### src/rtl/sdr_write.sv
// -----------------------------------------------------------------------------
// sdr_write
//   SDRAM write engine behind sdr_ctl. Each request writes one 64-bit word to an
//   x16 SDRAM as a single BL=4 burst: ACTIVE -> WRITE -> PRECHARGE, then a
//   one-cycle done_w pulse. All outputs are registered and feed the SDRAM pin
//   mux (selected by sdr_ctl when bus_sel == 2'b10).
//
//   Parameters
//     T_RCD  ACTIVE->WRITE delay in clk cycles (1..15)
//     T_WR   last write beat -> PRECHARGE in clk cycles (1..15)
//     T_RP   PRECHARGE -> done in clk cycles (1..15)
//
//   Ports
//     clk      in   system clock
//     rst_n    in   asynchronous active-low reset
//     req_w    in   write request level, sampled only while idle
//     laddr_w  in   [24:23] bank, [22:10] row, [9:0] column ([1:0] ignored)
//     data_w   in   write data, [15:0] is burst beat 0
//     done_w   out  one-cycle pulse when the write sequence completes
//     busy     out  high from the ACTIVE cycle through the done_w cycle
//     cmd      out  {cs_n, ras_n, cas_n, we_n}
//     ba       out  bank address
//     addr     out  SDRAM address bus
//     dq_out   out  write data to DQ pins
//     dq_oe    out  DQ output enable
//
//   Build option
//     SDR_WR_AUTOPRE_EN : WRITE is issued with auto-precharge (addr[10]=1) and
//                         the explicit PRECHARGE slot drives NOP instead.
//                         done_w timing is identical in both builds.
// -----------------------------------------------------------------------------
module sdr_write #(
   parameter int T_RCD = 2,
   parameter int T_WR  = 2,
   parameter int T_RP  = 2
) (
   input  logic        clk,
   input  logic        rst_n,
   input  logic        req_w,
   input  logic [24:0] laddr_w,
   input  logic [63:0] data_w,
   output logic        done_w,
   output logic        busy,
   output logic [3:0]  cmd,
   output logic [1:0]  ba,
   output logic [12:0] addr,
   output logic [15:0] dq_out,
   output logic        dq_oe
);

   localparam logic [3:0] C_NOP   = 4'b0111;
   localparam logic [3:0] C_ACT   = 4'b0011;
   localparam logic [3:0] C_WRITE = 4'b0100;
   localparam logic [3:0] C_PRE   = 4'b0010;

   // Counter load values: each timed state ends when the counter reaches 0,
   // so a state lasting N cycles loads N-1. RCD lasts T_RCD-1 cycles and TRP
   // lasts T_RP-1 cycles, hence the -2 loads (unused when the state is skipped).
   localparam logic [3:0] L_RCD_LD  = 4'(T_RCD - 2);
   localparam logic [3:0] L_BEAT_LD = 4'd3;
   localparam logic [3:0] L_TWR_LD  = 4'(T_WR - 1);
   localparam logic [3:0] L_TRP_LD  = 4'(T_RP - 2);

   typedef enum logic [2:0] {
      S_IDLE = 3'd0,
      S_ACT  = 3'd1,
      S_RCD  = 3'd2,
      S_WR   = 3'd3,
      S_TWR  = 3'd4,
      S_PRE  = 3'd5,
      S_TRP  = 3'd6,
      S_DONE = 3'd7
   } state_t;

   state_t      r_state;
   logic [3:0]  r_cnt;
   logic [24:2] r_laddr;
   logic [63:0] r_data;

   logic [3:0]  r_cmd;
   logic [1:0]  r_ba;
   logic [12:0] r_addr;
   logic [15:0] r_dq_out;
   logic        r_dq_oe;
   logic        r_done;
   logic        r_busy;

   state_t      w_next_state;
   logic [3:0]  w_next_cnt;
   logic        w_cnt_zero;
   logic        w_accept;
   logic [24:2] w_laddr;
   logic [1:0]  w_bank;
   logic [3:0]  w_cmd;
   logic [1:0]  w_ba;
   logic [12:0] w_addr;
   logic [15:0] w_dq_out;
   logic        w_dq_oe;
   logic        w_done;
   logic        w_busy;

   // Column bits [1:0] never reach the SDRAM: bursts are always 4-aligned.
   logic        w_unused_col_lsb;
   assign w_unused_col_lsb = &{1'b0, laddr_w[1:0]};

   assign w_cnt_zero = (r_cnt == 4'd0);
   assign w_accept   = (r_state == S_IDLE) && req_w;

   // The ACTIVE cycle is produced on the same edge that latches the request,
   // so its bank/row must come straight from the input port.
   assign w_laddr = (r_state == S_IDLE) ? laddr_w[24:2] : r_laddr;
   assign w_bank  = w_laddr[24:23];

   // Next-state and wait-counter logic.
   always_comb begin
      w_next_state = r_state;
      w_next_cnt   = r_cnt;
      case (r_state)
         S_IDLE: begin
            if (req_w) begin
               w_next_state = S_ACT;
            end else begin
               w_next_state = S_IDLE;
            end
         end
         S_ACT: begin
            if (T_RCD == 1) begin
               w_next_state = S_WR;
               w_next_cnt   = L_BEAT_LD;
            end else begin
               w_next_state = S_RCD;
               w_next_cnt   = L_RCD_LD;
            end
         end
         S_RCD: begin
            if (w_cnt_zero) begin
               w_next_state = S_WR;
               w_next_cnt   = L_BEAT_LD;
            end else begin
               w_next_cnt   = r_cnt - 4'd1;
            end
         end
         S_WR: begin
            if (w_cnt_zero) begin
               w_next_state = S_TWR;
               w_next_cnt   = L_TWR_LD;
            end else begin
               w_next_cnt   = r_cnt - 4'd1;
            end
         end
         S_TWR: begin
            if (w_cnt_zero) begin
               w_next_state = S_PRE;
            end else begin
               w_next_cnt   = r_cnt - 4'd1;
            end
         end
         S_PRE: begin
            if (T_RP == 1) begin
               w_next_state = S_DONE;
            end else begin
               w_next_state = S_TRP;
               w_next_cnt   = L_TRP_LD;
            end
         end
         S_TRP: begin
            if (w_cnt_zero) begin
               w_next_state = S_DONE;
            end else begin
               w_next_cnt   = r_cnt - 4'd1;
            end
         end
         S_DONE: begin
            w_next_state = S_IDLE;
         end
         default: begin
            w_next_state = S_IDLE;
            w_next_cnt   = 4'd0;
         end
      endcase
   end

   // Output decode from the upcoming state, so the registered outputs line up
   // with the state they belong to. In WR the counter runs 3..0, giving beat 0..3.
   always_comb begin
      w_cmd    = C_NOP;
      w_ba     = 2'd0;
      w_addr   = 13'd0;
      w_dq_out = 16'd0;
      w_dq_oe  = 1'b0;
      w_done   = 1'b0;
      w_busy   = (w_next_state != S_IDLE);
      case (w_next_state)
         S_ACT: begin
            w_cmd  = C_ACT;
            w_ba   = w_bank;
            w_addr = w_laddr[22:10];
         end
         S_WR: begin
            w_dq_oe = 1'b1;
            case (w_next_cnt)
               4'd3: begin
                  w_cmd    = C_WRITE;
                  w_ba     = w_bank;
`ifdef SDR_WR_AUTOPRE_EN
                  w_addr   = {2'b00, 1'b1, w_laddr[9:2], 2'b00};
`else
                  w_addr   = {2'b00, 1'b0, w_laddr[9:2], 2'b00};
`endif
                  w_dq_out = r_data[15:0];
               end
               4'd2: begin
                  w_dq_out = r_data[31:16];
               end
               4'd1: begin
                  w_dq_out = r_data[47:32];
               end
               default: begin
                  w_dq_out = r_data[63:48];
               end
            endcase
         end
         S_PRE: begin
`ifdef SDR_WR_AUTOPRE_EN
            w_cmd = C_NOP;
            w_ba  = 2'd0;
`else
            w_cmd = C_PRE;
            w_ba  = w_bank;
`endif
            w_addr = 13'd0;
         end
         S_DONE: begin
            w_done = 1'b1;
         end
         default: begin
            w_cmd = C_NOP;
         end
      endcase
   end

   // State, wait counter and request capture.
   always_ff @(posedge clk or negedge rst_n) begin
      if (!rst_n) begin
         r_state <= S_IDLE;
         r_cnt   <= 4'd0;
         r_laddr <= 23'd0;
         r_data  <= 64'd0;
      end else begin
         r_state <= w_next_state;
         r_cnt   <= w_next_cnt;
         if (w_accept) begin
            r_laddr <= laddr_w[24:2];
            r_data  <= data_w;
         end
      end
   end

   // Registered SDRAM-side outputs.
   always_ff @(posedge clk or negedge rst_n) begin
      if (!rst_n) begin
         r_cmd    <= C_NOP;
         r_ba     <= 2'd0;
         r_addr   <= 13'd0;
         r_dq_out <= 16'd0;
         r_dq_oe  <= 1'b0;
         r_done   <= 1'b0;
         r_busy   <= 1'b0;
      end else begin
         r_cmd    <= w_cmd;
         r_ba     <= w_ba;
         r_addr   <= w_addr;
         r_dq_out <= w_dq_out;
         r_dq_oe  <= w_dq_oe;
         r_done   <= w_done;
         r_busy   <= w_busy;
      end
   end

   assign cmd    = r_cmd;
   assign ba     = r_ba;
   assign addr   = r_addr;
   assign dq_out = r_dq_out;
   assign dq_oe  = r_dq_oe;
   assign done_w = r_done;
   assign busy   = r_busy;

endmodule

### config.mk
export PLATFORM = sky130hd
export DESIGN_NAME = sdr_write
export DESIGN_NICKNAME = d
export VERILOG_FILES = /design/src/rtl/sdr_write.sv
export SDC_FILE = /design/constraint.sdc
export NUM_CORES = 1
export LEC_CHECK = 0
export CAP_MARGIN = 20
export CORE_MARGIN = 3
export CORE_UTILIZATION = 51
export CTS_BUF_LIST = sky130_fd_sc_hd__clkbuf_8
export DETAILED_ROUTE_END_ITERATION = 8
export GPL_ROUTABILITY_DRIVEN = 1
export GPL_TIMING_DRIVEN = 0
export PLACE_DENSITY = 0.89
export SYNTH_ARGS = -nofsm -noshare
export SYNTH_HDL_FRONTEND = slang
export SYNTH_SLANG_ARGS = --single-unit
### constraint.sdc
create_clock -name clk -period 3.3 [get_ports clk]
set_input_delay 0.33 -clock clk [delete_from_list [all_inputs] [get_ports clk]]
set_output_delay 0.33 -clock clk [all_outputs]
set_load 0.1 [all_outputs]
==> results.md <==
- Status: finished clean
- Synth area leaders: dfrtp_1, nand2_1, mux2_2, a221oi_2, mux2i_1
- Die width: between 100 and 150 µm
- Post-DP HPWL: 9881 µm
- Clock Skews: 0.006741 ns
- Routed wire per std cell: 16.93 µm
- Fin crit share: a little over 90%
- Synth unique cells: 44
- First-pass GRT wire length: 22500 µm
- Startpoint Class: flip-flop
- Pwr per Cell Area: 891.9 nW/µm²
- Register area share after synthesis: 57.58%
- Maximum fanout along the worst path: 10
- Post-Syn Instances: 520
- Max_slew headroom: roughly a third
- Seq cells post-synth: 118
- Total die area: 11310 µm²
- Worst skew pair latency: 0.41 ns
- Worst Path Arrival: ~3.3 ns
- Antenna viol nets, final: 0
- Post-synth top area cell: dfrtp_1
- CP delay by family, top: buffers and inverters
- Initial antenna violation count: 0
- Max cap viols: 0
- Synth warn: 0
- Slowest stage cell on the critical path: dfrtp_1
- CTS tree: built
- IO buf count: between 100 and 150
- CTS clk-pin slew, worst paths: approximately 0.070 ns
- DR iter-0 viols: 255
- Synthesized Nets: 614
- Ys async rst share: 100.0%
- Drt pass-1 iters: 4
- Hold slack: 0.3255 ns
- Share of the synthesized area in the top cell type: a little under three fifths
- H-tree depth: 4
- VDD IR max: 799.1 µV
- Mapped cell area: around 5100 µm²
- Diodes inserted: 0
- Max Slew Vio Count: 0
- Number of global-route vias before repair: about 4.6k
- Root Buffer: clkbuf_8
- Residual DRC: 0
- EDFF count, synth: 0
- Row count: 35
- Core area: between 9000 and 10000 µm²
- Highest clock rate: about 320 MHz
- Largest net degree at the start of global routing: 71
- Most frequent CP cell: ha_1
- Setup Crit Path Kind: reg -> reg
- Setup total negative slack: 0 ns
- Max incr delay on CP: 0.45 ns
- Gr usage total: around 25%
- Vias: 4363
- Total gr overflow: 0
- Share of post-route cells with drive strength above 1: 12.81%
- Final Util: 73.57%
- Crit path buffers/inverters: 4
- Endpoint type of the worst setup path: flip-flop
- Top-level port count: 130
- Crit-path cells: inv_1 -> ha_1 -> nor3b_4 -> inv_2 -> ha_1 -> a22oi_1 -> o21ai_1 -> buf_4 -> nand4_2 -> buf_2 -> o22ai_1 -> a221oi_2
- # clock sinks: 118
- Vias/cell: 5.400
- GPL Wtd Cong: 0.8303
- Synth Flop Type: dfrtp_1
- Total routed wirelength: between 10000 and 15000 µm
- Min-delay worst type: in -> reg
- Maximum root-to-sink buffer count: 2
- Post-route minimum period: 3.080 ns
- Final Hold Viols: 0
- Mean Syn Cell Area: 9.875 µm²
- Final nets: ~760
- Num CTS Buffers: 17
- Area growth, synth to finish: 36.16%
- Leakage power total: 3.258 nW
- RSZ-0062 raised after global routing: no
- CP Data Required Time: 3.56 ns
- Die H: 106.3 µm
- Final setup fails: 0
- Worst-Margin Slew: 1.011 ns
- Starting Density: 54.04%
[per-layer routing]
layer / share of wire (%) / routed length (µm) / vias up / global-route usage (%)
met5: 0 / 0 / - / 0
met4: 2.9 / 399 / 0 / 9.621
met3: 7.8 / 1061 / 37 / 6.375
met2: 49 / 6733 / 217 / 42.31
met1: 40 / 5483 / 2091 / 31.73
li1: - / - / 2018 / -
[kinds of logic after synthesis]
group                      Yosys count  synth area share [%]
buffers and inverters               56                 4.995
muxes                               27                 5.653
adders and majority gates            2                0.4873
other                                1               0.07303
and+or+nand+nor                    238                 19.47
AOI/OAI and AO/OA                   78                 11.74
DFF                                118                 57.58
[path summary, 6_finish.rpt]
check / slack [ns] / depth (start not counted) / end / from
hold / removal: 0.33 / 2 / addr[10]$_DFF_PN0_ / req_w
setup / recovery: 0.22 / 12 / dq_out[11]$_DFF_PN0_ / r_cnt[1]$_DFF_PN0_
setup reg to reg: 0.22 / 12 / dq_out[11]$_DFF_PN0_ / r_cnt[1]$_DFF_PN0_
hold reg to reg: 0.48 / 2 / r_data[14]$_DFFE_PN0P_ / r_data[14]$_DFFE_PN0P_
max in group asynchronous: 2.04 / 3 / cmd[1]$_DFF_PN1_ / rst_n
min in group asynchronous: 0.48 / 2 / addr[1]$_DFF_PN0_ / rst_n
[placed cells by master, fill, tap and decap left out, types with 3 or more instances in the layout]
cell type and instances:
buf_6 3, nor2_1 7, a21oi_1 5, o21ai_1 11
a221oi_1 5, o21ai_0 19, clkinv_2 3, dfrtp_1 115
nand2_1 204, clkbuf_8 21, inv_1 22, buf_2 7
clkbuf_1 19, clkdlybuf4s50_1 124, and3_1 9, mux2_2 16
dfstp_2 3, nand3_1 3, buf_4 7, mux2i_1 11
o22ai_1 16, a221oi_2 11
[flip-flops by register name, indices dropped and copies added, names as in the netlist]
register  cells
addr         13
ba            2
busy          1
cmd           3
done_w        1
dq_oe         1
dq_out       16
r_cnt         4
r_data       64
r_laddr      10
r_state       3
[worst reg2reg max path, stage by stage, from the launching register on]
cell and delay (ns):
dfrtp_1 0.45, inv_1 0.11, ha_1 0.24, nor3b_4 0.32, inv_2 0.11, ha_1 0.29
a22oi_1 0.09, o21ai_1 0.19, buf_4 0.25, nand4_2 0.23, buf_2 0.26, o22ai_1 0.30
a221oi_2 0.10
[through the flow]
| stage | std cells | setup WS [ns] | power (W) | cell area [µm²] |
|---|---|---|---|---|
| 2_1_floorplan | 520 | 0.6655 | 0.004121 | 5135 |
| 3_3_place_gp | 774 | -2.266 | 0.004770 | 6548 |
| 3_5_place_dp | 775 | 0.1530 | 0.004899 | 6573 |
| 4_1_cts | 806 | 0.04621 | 0.006224 | 6974 |
| 5_1_grt | 808 | 0.06026 | 0.006550 | 6992 |
| 6_report | 808 | 0.2198 | 0.006236 | 6992 |
[Yosys cell counts, types with 2 or more instances]
library cell,count
buf_4,3
inv_1,21
o21ai_0,20
ha_1,2
o21ai_1,10
nand2_1,204
nor4_1,2
and3_1,9
o22ai_1,16
mux2i_1,11
nor4bb_1,2
a21oi_1,5
dfrtp_1,115
a221oi_1,5
clkbuf_1,19
buf_6,3
nor2_4,2
buf_2,8
mux2_2,16
nor2_1,7
a21o_1,2
nand3_1,3
dfstp_2,3
a22oi_1,2
a221oi_2,11
[cell type report]
class,count,area (µm²)
sequential,118,2957
fill,673,2511
multi-input combinational,346,1922
timing repair buffer,129,1301
clock buffer,21,289.0
buffer,33,170.2
tap,129,161.4
clock inverter,9,102.6
inverter,23,88.84
[power by group]
part	switching, W	internal, W
clock	0.000559	0.000738
sequential	0.000298	0.00197
combinational	0.00172	0.000948
[what timing repair did]
item / CTS / global route
hold endpoints to repair: 48 / 0
resized for setup: 0 / 3
setup buffers: 0 / 2
hold buffers: 1 / 0
setup endpoints to repair: 0 / 13
No activity file was read; power rests on OpenSTA's default activity.
